===== src/rtl/uart_tx_serializer.sv =====
// UART transmit serializer: accepts a byte over valid/ready and shifts out one
// start bit, DATA_BITS LSB-first data bits and STOP_BITS stop bits on tx_out_o.
module uart_tx_serializer #(
  parameter int DATA_BITS = 8,
  parameter int STOP_BITS = 1
) (
  input  logic        clk_i,
  input  logic        reset_i,
  input  logic [15:0] brd_i,
  input  logic        tx_valid_i,
  input  logic [7:0]  tx_data_i,
  output logic        tx_ready_o,
  output logic        tx_busy_o,
  output logic        tx_done_o,
  output logic        tx_out_o
);

  typedef enum logic [1:0] {IDLE, START, DATA, STOP} state_e;

  localparam logic [2:0] LAST_BIT  = 3'(DATA_BITS - 1);
  localparam logic       STOP_LAST = 1'(STOP_BITS - 1);

  state_e      state_q, state_d;
  logic [15:0] baud_q, baud_d;
  logic [15:0] div_q, div_d;
  logic [7:0]  shift_q, shift_d;
  logic [2:0]  bit_idx_q, bit_idx_d;
  logic        stop_q, stop_d;
  logic        tx_out_q, tx_out_d;
  logic        done_q, done_d;
  logic        bit_tick;
  logic        accept;

  // div_q holds the effective divisor (never zero while a frame is active)
  assign bit_tick = (baud_q == (div_q - 16'd1));
  assign accept   = tx_valid_i && (state_q == IDLE);

  always_comb begin
    state_d   = state_q;
    baud_d    = (bit_tick) ? 16'd0 : baud_q + 16'd1;
    div_d     = div_q;
    shift_d   = shift_q;
    bit_idx_d = bit_idx_q;
    stop_d    = stop_q;
    tx_out_d  = tx_out_q;
    done_d    = 1'b0;

    case (state_q)
      IDLE: begin
        baud_d   = 16'd0;
        tx_out_d = 1'b1;
        if (accept) begin
          state_d   = START;
          div_d     = (brd_i == 16'd0) ? 16'd1 : brd_i;
          shift_d   = tx_data_i;
          bit_idx_d = 3'd0;
          stop_d    = 1'b0;
          tx_out_d  = 1'b0;
        end
      end
      START: begin
        if (bit_tick) begin
          state_d   = DATA;
          bit_idx_d = 3'd0;
          tx_out_d  = shift_q[0];
        end
      end
      DATA: begin
        if (bit_tick) begin
          if (bit_idx_q == LAST_BIT) begin
            state_d  = STOP;
            stop_d   = 1'b0;
            tx_out_d = 1'b1;
          end else begin
            shift_d   = shift_q >> 1;
            bit_idx_d = bit_idx_q + 3'd1;
            tx_out_d  = shift_q[1];
          end
        end
      end
      STOP: begin
        if (bit_tick) begin
          if (stop_q == STOP_LAST) begin
            state_d = IDLE;
            done_d  = 1'b1;
          end else begin
            stop_d = stop_q + 1'b1;
          end
        end
      end
      default: state_d = IDLE;
    endcase
  end

  always_ff @(posedge clk_i or posedge reset_i) begin
    if (reset_i) begin
      state_q   <= IDLE;
      baud_q    <= 16'd0;
      div_q     <= 16'd0;
      shift_q   <= 8'd0;
      bit_idx_q <= 3'd0;
      stop_q    <= 1'b0;
      tx_out_q  <= 1'b1;
      done_q    <= 1'b0;
    end else begin
      state_q   <= state_d;
      baud_q    <= baud_d;
      div_q     <= div_d;
      shift_q   <= shift_d;
      bit_idx_q <= bit_idx_d;
      stop_q    <= stop_d;
      tx_out_q  <= tx_out_d;
      done_q    <= done_d;
    end
  end

  assign tx_busy_o  = (state_q != IDLE);
  assign tx_ready_o = (state_q == IDLE);
  assign tx_done_o  = done_q;
  assign tx_out_o   = tx_out_q;

endmodule


===== config.mk =====
export PLATFORM = sky130hd
export DESIGN_NAME = uart_tx_serializer
export DESIGN_NICKNAME = d
export VERILOG_FILES = /design/src/rtl/uart_tx_serializer.sv
export SDC_FILE = /design/constraint.sdc
export NUM_CORES = 1
export LEC_CHECK = 0
export ABC_AREA = 1
export CAP_MARGIN = 20
export CORE_MARGIN = 3
export CORE_UTILIZATION = 45
export CTS_CLUSTER_DIAMETER = 50
export DETAILED_ROUTE_END_ITERATION = 10
export PLACE_DENSITY = 0.65
export SLEW_MARGIN = 20
export SYNTH_ARGS = -nofsm -noshare
export SYNTH_HDL_FRONTEND = slang
export SYNTH_SLANG_ARGS = --single-unit

===== constraint.sdc =====
create_clock -name clk_i -period 3.88 [get_ports clk_i]
set_clock_uncertainty 0.15 [all_clocks]
set_input_delay 0.776 -clock clk_i [delete_from_list [all_inputs] [get_ports clk_i]]
set_output_delay 0.776 -clock clk_i [all_outputs]
set_load 0.005 [all_outputs]

==> results.cfg <==
[clocking]
h-tree-depth = 2
ctsResizeCount = 0
post_cts_buffers = 0
cts_hold_buf = 0
ctsRootBufferMaster = clkbuf_8
path_clk_slew_ns = 0.09
clockBufferDepth = 2
cts_tree = done
cts_sinks = 47
clk_latency_ns = 0.31
cts_buffers = 5

[floorplan]
die_h_um = 89.29
die_w_um = 89.29
core_area_um2 = 6531
ios = 31
start_util_pct = 47.80
rows = 29
die-area_um2 = 7973

[detailed_routing]
drt-total-wl_mm = 7.195
drc_errors = 0
via_count = 2767
via_per_inst = 5.201
drt_first_pass_iters = 6
postRouteAntennaNets = 0
drtIter0Drc = 122
wl_per_cell_um = 13.52

[synth]
avgSynthCellArea_um2 = 7.311
ys_ff_latch = 47
ys_seq_area_share_pct = 37.72
synth_ff_type = dfrtp_1
synth_edf_count = 0
postSynthCellCount = 427
netlist_area_um2 = 3122
synth_warnings = 0
synthArstFlopShare_pct = 100.0
synth.distinct_cells = 33
syn_nets = 462

[global_routing]
first_global_vias = 2632
antenna_found_initial = 0
grt_max_degree = 48
grt-ovfl-total = 0
grt_pass1_wl_mm = 12.36
groute.usage.overall_pct = 20.30

[timing]
setup_violations = 0
rsz0062_at_grt = no
slew_headroom_pct = 37.54
fin_tns_setup_ns = 0
timing.final.crit_period_ns = 2.947
fmax_ghz = 0.3393
tightest_slew_ns = 0.9355
drv_slew = 0
final_hold_viol_count = 0
fin_crit_sh_pct = 75.96

[power]
power_leakage_nw = 1.694
power_density_nw_per_um2 = 672.3
ir_drop_uv = 373.8
p_total_mw = 2.386

[critical_path]
crit_type = reg2out
cp.required_ns = 2.95
cp_max_fo = 16
cp_cell_sequence = inv_1 > ha_1 > inv_1 > clkdlybuf4s50_1
crit_path_max_incr_delay_ns = 0.49
r2r.worst_path.cells = 14
endpoint_kind = output port
crit_top_cell = inv_1
slowest_stage = ha_1
cp.arrival_ns = 2.02
start_kind = register
rrSetupSlack_ns = 1.35

[worst_hold_path]
holdPathStages = 2
hold_class = reg2reg

[cells_and_area]
design_area_um2 = 3550
final_nets = 489
most-common-layout-cells = 120 x nand2_1, 53 x nor2_1, 46 x inv_1, 46 x dfrtp_1, 37 x nand3_1
final_util_pct = 54.35
fillers = 634
drive_gt1_share_pct = 8.791
final_common_cell = nand2_1
diodes = 0
syn2layout_area_growth_pct = 13.71

[placement]
dpl_cell_area_um2 = 3465
dp_hpwl_mm = 5.822
port_buffers = 30
globalplace.congestion = 0.8569

[run]
cap_viol_max_count = 0

[outcome]
status = finished clean
[critical path, delay by kind of cell, from the launching register on]
kind	cells	cell delay (ns)
buffers and inverters	3	0.79
adder cells (fa/ha/maj)	1	0.49
flip-flops	1	0.43
[final cells by class]
cell class | count | area [um2] | area share [%]
clock buffer | 6 | 72.57 | 2.044
clock inverter | 2 | 12.51 | 0.3525
sequential | 47 | 1177 | 33.17
multi-input combinational | 322 | 1710 | 48.18
tap | 77 | 96.34 | 2.714
timing repair buffer | 30 | 300.3 | 8.460
inverter | 48 | 180.2 | 5.076
[Yosys cell counts, types with 3 or more instances]
cell type | n | area, um2
nand4_1 | 10 | 62.56
nand2_2 | 7 | 43.79
clkbuf_1 | 4 | 15.01
buf_2 | 4 | 20.02
o21ai_2 | 8 | 70.07
nand2_1 | 120 | 450.4
nor4_1 | 5 | 31.28
nor3_1 | 9 | 45.04
mux2_2 | 3 | 33.78
o21ai_0 | 8 | 40.04
nand3b_1 | 3 | 22.52
nand2_4 | 3 | 33.78
dfrtp_1 | 46 | 1151
inv_1 | 47 | 176.4
ha_1 | 8 | 100.1
nor3b_1 | 3 | 22.52
xor2_1 | 13 | 113.9
mux2i_1 | 6 | 60.06
nand3_1 | 37 | 185.2
xnor2_1 | 9 | 78.83
a21oi_1 | 3 | 15.01
nor2_1 | 53 | 198.9
nor2_2 | 8 | 50.05
[final timing paths]
kind | start | end
max in group asynchronous | reset_i | baud_q[15]$_DFF_PP0_
hold reg to reg | shift_q[4]$_DFFE_PP0P_ | shift_q[4]$_DFFE_PP0P_
setup / recovery | state_q[0]$_DFFE_PP0P_ | tx_busy_o
setup reg to reg | div_q[0]$_DFFE_PP0P_ | baud_q[12]$_DFF_PP0_
min in group asynchronous | reset_i | baud_q[0]$_DFF_PP0_
hold / removal | shift_q[4]$_DFFE_PP0P_ | shift_q[4]$_DFFE_PP0P_
[stage by stage]
stage / hold slack [ns] / setup slack [ns] / std cells
2_1_floorplan: 0.2959 / 1.715 / 427
3_3_place_gp: 0.3179 / 1.217 / 524
3_5_place_dp: 0.3250 / 1.166 / 524
4_1_cts: 0.3471 / 0.9239 / 532
5_1_grt: 0.3704 / 0.7596 / 532
6_report: 0.3403 / 0.9326 / 532
[routing by layer]
| layer | global-route usage [%] | share of wire, % | wire [um] | vias up |
|---|---|---|---|---|
| li1 | - | - | - | 1413 |
| met1 | 28.75 | 50 | 3624 | 1281 |
| met2 | 31.01 | 44 | 3157 | 56 |
| met3 | 3.502 | 3.2 | 232 | 17 |
| met4 | 7.848 | 2.5 | 181 | 0 |
| met5 | 0 | 0 | 0 | - |
[flip-flops by register name, indices dropped and copies added, names as in the netlist]
register,count
tx_out_o,1
state_q,2
div_q,16
baud_q,16
shift_q,8
bit_idx_q,3
tx_done_o,1
[cells by family (layout without fill, tap and decap cells)]
family / Yosys count / count (layout) / synth area share [%]
flip-flops: 47 / 47 / 37.72
buffers and inverters: 58 / 86 / 7.495
AND/OR/NAND/NOR: 261 / 261 / 37.68
multiplexers: 9 / 9 / 3.006
AO/OA/AOI/OAI: 22 / 22 / 4.730
adder cells (fa/ha/maj): 8 / 8 / 3.207
XOR/XNOR: 22 / 22 / 6.173
[where the power goes]
group | leakage (nW) | switching (mW) | internal, mW
registers | 0.603 | 0.186 | 0.659
logic | 1.05 | 0.779 | 0.472
clock network | 0.0412 | 0.164 | 0.126
total | 1.69 | 1.13 | 1.26
Note: power is estimated with default switching activity, not from simulation.
